==> config.mk <==
export PLATFORM = sky130hd
export DESIGN_NAME = iis_rx_deser
export DESIGN_NICKNAME = d
export VERILOG_FILES = /design/src/rtl/iis_pkg.sv /design/src/rtl/iis_rx_fifo.sv /design/src/rtl/iis_rx_deser.sv
export SDC_FILE = /design/constraint.sdc
export NUM_CORES = 1
export LEC_CHECK = 0
export CAP_MARGIN = 30
export CORE_ASPECT_RATIO = 0.7
export CORE_MARGIN = 4
export CORE_UTILIZATION = 40
export DETAILED_ROUTE_END_ITERATION = 16
export MAX_ROUTING_LAYER = met4
export SYNTH_ARGS = -nofsm -noshare
export SYNTH_HDL_FRONTEND = slang
export SYNTH_SLANG_ARGS = --single-unit
export TNS_END_PERCENT = 20
==> constraint.sdc <==
create_clock -name sck -period 5.02 [get_ports sck]
set_input_delay 1.004 -clock sck [delete_from_list [all_inputs] [get_ports sck]]
set_output_delay 1.004 -clock sck [all_outputs]
set_load 0.02 [all_outputs]
==> src/rtl/iis_pkg.sv <==
// iis_pkg: shared types and constants for the I2S receive path.
// Holds the receiver FSM state enum, default word width, channel codes.
package iis_pkg;

  localparam int DATA_W_DEF = 16;

  localparam logic CH_LEFT  = 1'b0;
  localparam logic CH_RIGHT = 1'b1;

  typedef enum logic [1:0] {
    ST_IDLE,
    ST_SKIP,
    ST_SHIFT,
    ST_PUSH
  } rx_state_e;

endpackage

==> src/rtl/iis_rx_fifo.sv <==
// iis_rx_fifo: synchronous show-ahead FIFO, DEPTH a power of two.
// Ports: sck/rst clock and async active-low reset; wr_en/wr_data push;
//   rd_en pop; rd_data head word (0 when empty); empty/full/count status.
module iis_rx_fifo #(
  parameter int DW    = 17,
  parameter int DEPTH = 8
) (
  input  logic                     sck,
  input  logic                     rst,
  input  logic                     wr_en,
  input  logic [DW-1:0]            wr_data,
  input  logic                     rd_en,
  output logic [DW-1:0]            rd_data,
  output logic                     empty,
  output logic                     full,
  output logic [$clog2(DEPTH):0]   count
);

  localparam int AW = $clog2(DEPTH);
  localparam int CW = AW + 1;

  logic [DW-1:0] mem_q [DEPTH];
  logic [AW-1:0] wr_ptr_q, wr_ptr_d;
  logic [AW-1:0] rd_ptr_q, rd_ptr_d;
  logic [CW-1:0] count_q, count_d;
  logic          do_wr;
  logic          do_rd;

  assign empty   = (count_q == '0);
  assign full    = (count_q == CW'(DEPTH));
  assign count   = count_q;
  assign rd_data = empty ? '0 : mem_q[rd_ptr_q];

  // A push into a full FIFO only lands if the head leaves in the same cycle.
  always_comb begin
    do_rd    = rd_en && !empty;
    do_wr    = wr_en && (!full || rd_en);
    wr_ptr_d = wr_ptr_q;
    rd_ptr_d = rd_ptr_q;
    count_d  = count_q;
    if (do_wr) wr_ptr_d = wr_ptr_q + 1'b1;
    if (do_rd) rd_ptr_d = rd_ptr_q + 1'b1;
    unique case ({do_wr, do_rd})
      2'b10:   count_d = count_q + 1'b1;
      2'b01:   count_d = count_q - 1'b1;
      default: count_d = count_q;
    endcase
  end

  always_ff @(posedge sck or negedge rst) begin
    if (!rst) begin
      wr_ptr_q <= '0;
      rd_ptr_q <= '0;
      count_q  <= '0;
    end else begin
      wr_ptr_q <= wr_ptr_d;
      rd_ptr_q <= rd_ptr_d;
      count_q  <= count_d;
    end
  end

  always_ff @(posedge sck) begin
    if (do_wr) mem_q[wr_ptr_q] <= wr_data;
  end

endmodule

==> src/rtl/iis_rx_deser.sv <==
// iis_rx_deser: I2S receive deserializer feeding a show-ahead word FIFO.
// Define IIS_RX_OVERFLOW_CNT_EN to add the ovf_cnt dropped-word counter.
// Ports: sck bit clock; rst async active-low reset; en receive enable;
//   ws/sd I2S word select and serial data (MSB first); rd_en FIFO pop;
//   rd_data {chan,word} head; fifo_empty/fifo_full/fifo_count status;
//   recv_num/recv_finish block progress; frame_err sticky abort flag;
//   ovf_cnt saturating dropped-word count (macro builds only).
module iis_rx_deser
  import iis_pkg::*;
#(
  parameter int DATA_W     = DATA_W_DEF,
  parameter int FIFO_DEPTH = 8,
  parameter int SAMPLE_NUM = 64
) (
  input  logic                         sck,
  input  logic                         rst,
  input  logic                         en,
  input  logic                         ws,
  input  logic                         sd,
  input  logic                         rd_en,
  output logic [DATA_W:0]              rd_data,
  output logic                         fifo_empty,
  output logic                         fifo_full,
  output logic [$clog2(FIFO_DEPTH):0]  fifo_count,
  output logic [31:0]                  recv_num,
  output logic                         recv_finish,
  output logic                         frame_err
`ifdef IIS_RX_OVERFLOW_CNT_EN
  ,
  output logic [15:0]                  ovf_cnt
`endif
);

  localparam int BW = $clog2(DATA_W + 1);

  rx_state_e          state_q, state_d;
  logic               ws_dly_q;
  logic               chan_q, chan_d;
  logic [DATA_W-1:0]  shreg_q, shreg_d;
  logic [BW-1:0]      bit_cnt_q, bit_cnt_d;
  logic [31:0]        recv_num_q, recv_num_d;
  logic               frame_err_q, frame_err_d;
  logic               ws_edge;
  logic               push;

  assign ws_edge     = ws ^ ws_dly_q;
  assign push        = en && (state_q == ST_PUSH);
  assign recv_num    = recv_num_q;
  assign recv_finish = (recv_num_q == 32'(SAMPLE_NUM - 1));
  assign frame_err   = frame_err_q;

  // A WS edge marks the slot before the MSB; SKIP absorbs that delay slot.
  always_comb begin
    state_d     = state_q;
    chan_d      = chan_q;
    shreg_d     = shreg_q;
    bit_cnt_d   = bit_cnt_q;
    frame_err_d = frame_err_q;
    if (!en) begin
      state_d     = ST_IDLE;
      shreg_d     = '0;
      bit_cnt_d   = '0;
      frame_err_d = 1'b0;
    end else begin
      unique case (state_q)
        ST_IDLE: begin
          if (ws_edge) begin
            state_d = ST_SKIP;
            chan_d  = ws;
          end
        end
        ST_SKIP: begin
          state_d   = ST_SHIFT;
          bit_cnt_d = '0;
        end
        ST_SHIFT: begin
          if (ws_edge) begin
            state_d     = ST_SKIP;
            chan_d      = ws;
            frame_err_d = 1'b1;
            shreg_d     = '0;
            bit_cnt_d   = '0;
          end else begin
            shreg_d   = {shreg_q[DATA_W-2:0], sd};
            bit_cnt_d = bit_cnt_q + 1'b1;
            if (bit_cnt_q == BW'(DATA_W - 1)) state_d = ST_PUSH;
          end
        end
        ST_PUSH: begin
          if (ws_edge) begin
            state_d = ST_SKIP;
            chan_d  = ws;
          end else begin
            state_d = ST_IDLE;
          end
        end
        default: state_d = ST_IDLE;
      endcase
    end
  end

  // Block counter advances on every push, dropped words included.
  always_comb begin
    recv_num_d = recv_num_q;
    if (push) recv_num_d = recv_finish ? '0 : recv_num_q + 32'd1;
  end

  always_ff @(posedge sck or negedge rst) begin
    if (!rst) begin
      state_q     <= ST_IDLE;
      ws_dly_q    <= 1'b0;
      chan_q      <= CH_LEFT;
      shreg_q     <= '0;
      bit_cnt_q   <= '0;
      recv_num_q  <= '0;
      frame_err_q <= 1'b0;
    end else begin
      state_q     <= state_d;
      ws_dly_q    <= ws;
      chan_q      <= chan_d;
      shreg_q     <= shreg_d;
      bit_cnt_q   <= bit_cnt_d;
      recv_num_q  <= recv_num_d;
      frame_err_q <= frame_err_d;
    end
  end

`ifdef IIS_RX_OVERFLOW_CNT_EN
  logic [15:0] ovf_cnt_q, ovf_cnt_d;
  logic        drop;

  assign drop    = push && fifo_full && !rd_en;
  assign ovf_cnt = ovf_cnt_q;

  always_comb begin
    ovf_cnt_d = ovf_cnt_q;
    if (drop && ovf_cnt_q != 16'hFFFF) ovf_cnt_d = ovf_cnt_q + 16'd1;
  end

  always_ff @(posedge sck or negedge rst) begin
    if (!rst) ovf_cnt_q <= '0;
    else      ovf_cnt_q <= ovf_cnt_d;
  end
`endif

  iis_rx_fifo #(
    .DW    (DATA_W + 1),
    .DEPTH (FIFO_DEPTH)
  ) u_fifo (
    .sck     (sck),
    .rst     (rst),
    .wr_en   (push),
    .wr_data ({chan_q, shreg_q}),
    .rd_en   (rd_en),
    .rd_data (rd_data),
    .empty   (fifo_empty),
    .full    (fifo_full),
    .count   (fifo_count)
  );

endmodule

---- Yosys cells after proc, flatten, opt, wreduce, memory -nomap -nowiden ----
Memories as Yosys holds them, arrays and structs flattened.
Index checks and enable logic that the tools add are counted.
cells by class
  reduce and logical (&&, ||, !) cells .... 13
  add/subtract/negate cells ............... 6
  bitwise logic cells ..................... 1
  eq/ne operators ......................... 13
  muxes and demuxes ....................... 20
operators with widths
  kind                     number
  $mux W16                 3
  $add A32 B1 Y32 const B  1
  $eq A32 B6 Y1 const B    1
  $mux W32                 1
  $mux W17                 1
  $mux W5                  2
  $pmux W5 S2              1
  $mux W2                  4
  $pmux W2 S4              1
  $pmux W4 S2              1
  $add A3 B1 Y3 const B    2
  $eq A2 B2 Y1 const B     3
  $mux W1                  6
  $add A5 B1 Y5 const B    1
  $eq A5 B4 Y1 const B     1
  $add A4 B1 Y4 const B    1
  $eq A2 B1 Y1 const B     2
  $eq A4 B4 Y1 const B     1
  $logic_not A4 Y1         1
  $ne A2 B1 Y1 const B     2
  $ne A4 B4 Y1 const B     1
  $reduce_and A2 Y1        2
  $sub A4 B1 Y4 const B    1
  $logic_and A1 B1 Y1      3
  9 further kinds          10
word-level totals
  word-level logic and storage cells ...... 64
  output and inout bits ................... 57
  input bits .............................. 6
  bits in registers ....................... 68
  RAM bits ................................ 136
  memories ................................ 1
memory list
  memory        depth  bits a word  rd ports  clocked after Yosys merged registers in  wr ports  line               RTL
  u_fifo.mem_q  8      17           1         0                                        1         iis_rx_fifo.sv:22  logic [DW-1:0] mem_q [DEPTH];

---- Logic depth before layout (Yosys ltp) ----
  depth after elaboration ................. 6
  gate-level depth with buffers ........... 11
  mapped depth without buffers ............ 10

---- By module ----
From an unflattened synthesis, not the netlist that was laid out.
second synthesis, totals
  cell total of the unflattened synthesis .. 529
  area total of the unflattened synthesis .. 8531.9 µm²
modules (own cells, without submodules)
  module        seq. area each (µm²)  times used  cells an instance  area an instance (µm²)
  iis_rx_fifo   4334.2                1           274                5771.8
  iis_rx_deser  1451.4                1           255                2760.1

---- Worst setup path after synthesis ----
OpenSTA, ideal clock, no wires.
  kind .................................... input to register
  start ................................... input port en
  end ..................................... memory u_fifo.mem_q[0][0] (enable)
  stages .................................. 5
  path buffers ............................ 1
  path slack .............................. 1068 ps
  setup time .............................. 435 ps
  arrival time ............................ 3517 ps
  required time ........................... 4585 ps
  path through ............................ buf_2 nand3_1 a21oi_1 inv_1 nor4_1
on the way
  longest elaborated chain between the ends .. 4
ends and longest elaborated chain
  item                           line                RTL
  start: declaration             iis_rx_deser.sv:17  input logic en,
  $logic_and A1 B1 Y1            iis_rx_deser.sv:47  assign push = en && (state_q == ST_PUSH);
  $logic_and A1 B1 Y1            iis_rx_fifo.sv:37   do_wr = wr_en && (!full || rd_en);
  $mux W1                        iis_rx_fifo.sv:63   if (do_wr) mem_q[wr_ptr_q] <= wr_data;
  $mux W1 (implied by the code)  iis_rx_fifo.sv:63
  end: declaration               iis_rx_fifo.sv:22
No other way between the ends.

---- Worst setup path in the final report ----
  start ................................... register recv_num_q[3] (netlist: recv_num[3])
  end ..................................... output port recv_finish
on the way
  longest elaborated chain between the ends .. 1
ends and longest elaborated chain
  item                      line                 RTL
  start: declaration        iis_rx_deser.sv:41   logic [31:0] recv_num_q, recv_num_d;
  start signal: assignment  iis_rx_deser.sv:123  recv_num_q <= recv_num_d;
  $eq A32 B6 Y1             iis_rx_deser.sv:49   assign recv_finish = (recv_num_q == 32'(SAMPLE_NUM - 1));
  end: declaration          iis_rx_deser.sv:26   output logic recv_finish,
No other way between the ends.

==> impl_results.md <==
* RSZ-0062 raised after global routing: false
* # diodes at 0
* Design Area, Final at 10100 um2
* Relative slew margins at 0.456
* Initial drt markers at 298
* Worst vdd ir at 288 uV
* Number of global-route vias before repair at 4833
* Seq/Total Area, Yosys at 0.691
* Crit path launch type: register
* Final Cycle Share at 0.765
* H-tree levels at 1
* Reg2reg setup slack at 2160 ps
* Mean post-synth cell area at 16.6 um2
* First-pass GRT wire length at 28400 um
* Final non-filler cell total at 875
* CP Launch Point: recv_num[3]$_DFFE_PN0P_
* Synth top cells by count: edfxtp_1 (136), dfrtp_1 (68), mux4_2 (34)
* Drt wl/cell at 20.2 um
* Initial core utilization at 0.415
* Post-DP HPWL at 11000 um
* DRC viols at 0
* CTS max path bufs at 3
* Maximum number of pins on one net before global-route repair at 39
* Clock Pin Slew Worst Setup and Hold Paths at 60 ps
* Arrival time of the worst setup path at 2840 ps
* GRT overflow at 0
* WHS at 464 ps
* Fraction of registers with async set/reset at 0.333
* Total Neg Setup Slack at 0 ps
* Leakage power at 3.56 nW
* CTS tree: yes
* GRT Overall Usage at 0.160
* Hold buffer count at cts at 0
* Share of post-route cells with drive strength above 1 at 0.174
* Number of synthesized flops with an enable pin at 136
* # fillers at 1691
* Nets at 604
* Synthesized flop and latch total at 204
* Critical path peak fanout at 8
* Final WL at 17600 um
* IO Count at 63
* Achievable Freq at 260 MHz
* Min cycle time layout at 3840 ps
* Primary FF master, synth: edfxtp_1
* Final setup violation count at 0
* DP Area at 9450 um2
* Outcome: finished clean
* Clk root buf: clkbuf_16
* Area share of the largest cell type after synthesis at 0.488
* Area grow syn2layout at 20.8%
* Layout Skew at 17.9 ps
* CTS buffer count at 21
* Critical path class: reg2out
* Number of post-CTS setup repair buffers at 0
* Die width at 181 um
* Core Box Area at 20200 um2
* Max-cap violations at 0
* Clock net sink count at 204
* Syn Nets at 520
* Port bufs at 62
* Clk_lat worst skew at 500 ps
* Cell count after synthesis at 506
* Worst slew pin tran at 815 ps
* Vias at 4683
* HP Class: in2async
* Mapped Area at 8380 um2
* RD Place Congestion at 0.815
* Worst EP required at 4020 ps
* Die Y at 129 um
* Die Area at 23400 um2
* Hold Vio Cnt, Final at 0
* Post-cts gate resize count at 0
* Initial antenna violation count at 0
* Worst r2r src: u_fifo.count[1]$_DFFE_PN0P_
* Num rows at 43
* Pwr dens at 453 nW/um2
* Synth warn at 0
* Synth cell types at 42
* Crit. End Element: primary output
* Final count of pins violating max slew at 0
* Biggest area consumer among synthesized cells: edfxtp_1
* Dpl cells at 836
* Antenna violation net count after detailed routing at 0
* Most frequent cell after synthesis: edfxtp_1
* Initial DRT Pass Iterations at 4
* Top cells by area, synth: edfxtp_1 (49%), dfrtp_1 (20%), mux4_2 (9.1%)
* Routed vias/inst at 5.35
-- through the flow --
stage	power [mW]	util	setup WS, ps
after global placement	3.11	0.465	1180
after detailed placement	3.17	0.468	1120
after floorplan	2.68	-	1070
after CTS	4.64	0.500	1120
final	4.58	0.501	1180
after global routing	4.81	0.501	1020
-- report_power, final --
part | total [mW] | switching, mW | internal (mW) | leakage [nW]
sequential | 1.95 | 0.113 | 1.83 | 1.99
combinational | 1.16 | 0.563 | 0.601 | 1.25
clock | 1.47 | 0.635 | 0.836 | 0.321
-- metal layers --
layer  track usage  vias up  wire length (um)
met5             -        -                 0
met4        0.0296        0               273
met3        0.0272       27              1030
met2         0.242      110              8030
met1         0.234     2411              8310
li1              -     2135                 -
-- critical path, stage by stage (launching register included) --
cell and delay [ps]:
dfrtp_1 480, and4_2 330, nand2_1 130, nor3_1 660, clkdlybuf4s50_1 740
-- sequential cells by signal (all words and copies together) (netlist names) --
signal and flops:
recv_num 32, bit_cnt_q 5, frame_err 1, state_q 2, u_fifo.mem_q 136, u_fifo.count 4
shreg_q 16, u_fifo.rd_ptr_q 3, u_fifo.wr_ptr_q 3, ws_dly_q 1, chan_q 1
-- cell type report --
type	instances	area (um2)	area share
timing repair buffer	81	811	0.0802
tap	270	338	0.0334
inverter	5	18.8	0.00186
multi-input combinational	277	2510	0.248
clock buffer	23	543	0.0537
sequential	204	5790	0.572
clock inverter	15	105	0.0104
-- placed cells by master, fill, tap and decap left out, drive strengths merged, types with 3 or more instances in the layout --
master / n
nand4: 11
nor2: 27
inv: 7
and2: 6
nor3: 14
nand3: 17
nor4: 11
mux4: 34
edfxtp: 136
clkbuf: 23
dfrtp: 68
a21oi: 6
and3: 8
and4: 7
o21ai: 9
clkdlybuf4s50: 61
xor2: 17
nor2b: 3
xnor2: 21
mux2: 4
nand2: 20
nand2b: 8
ha: 8
clkinv: 11
buf: 20
mux2i: 17
a22o: 20
-- cells by family after synthesis --
logic type	synth area share
simple gates	0.0932
buf+inv	0.0130
flops	0.691
mux	0.117
compound gates	0.0342
xor+xnor	0.0397
fa+ha+maj	0.0120
-- path summary, 6_finish.rpt --
check	cells after the start	end
setup / recovery	4	recv_finish
min in group sck	1	chan_q$_DFFE_PN0P_
hold / removal	2	recv_num[7]$_DFFE_PN0P_
hold reg to reg	1	chan_q$_DFFE_PN0P_
setup reg to reg	10	u_fifo.count[2]$_DFFE_PN0P_
max in group asynchronous	3	shreg_q[9]$_DFFE_PN0P_
No activity file was read; power rests on OpenSTA's default activity.
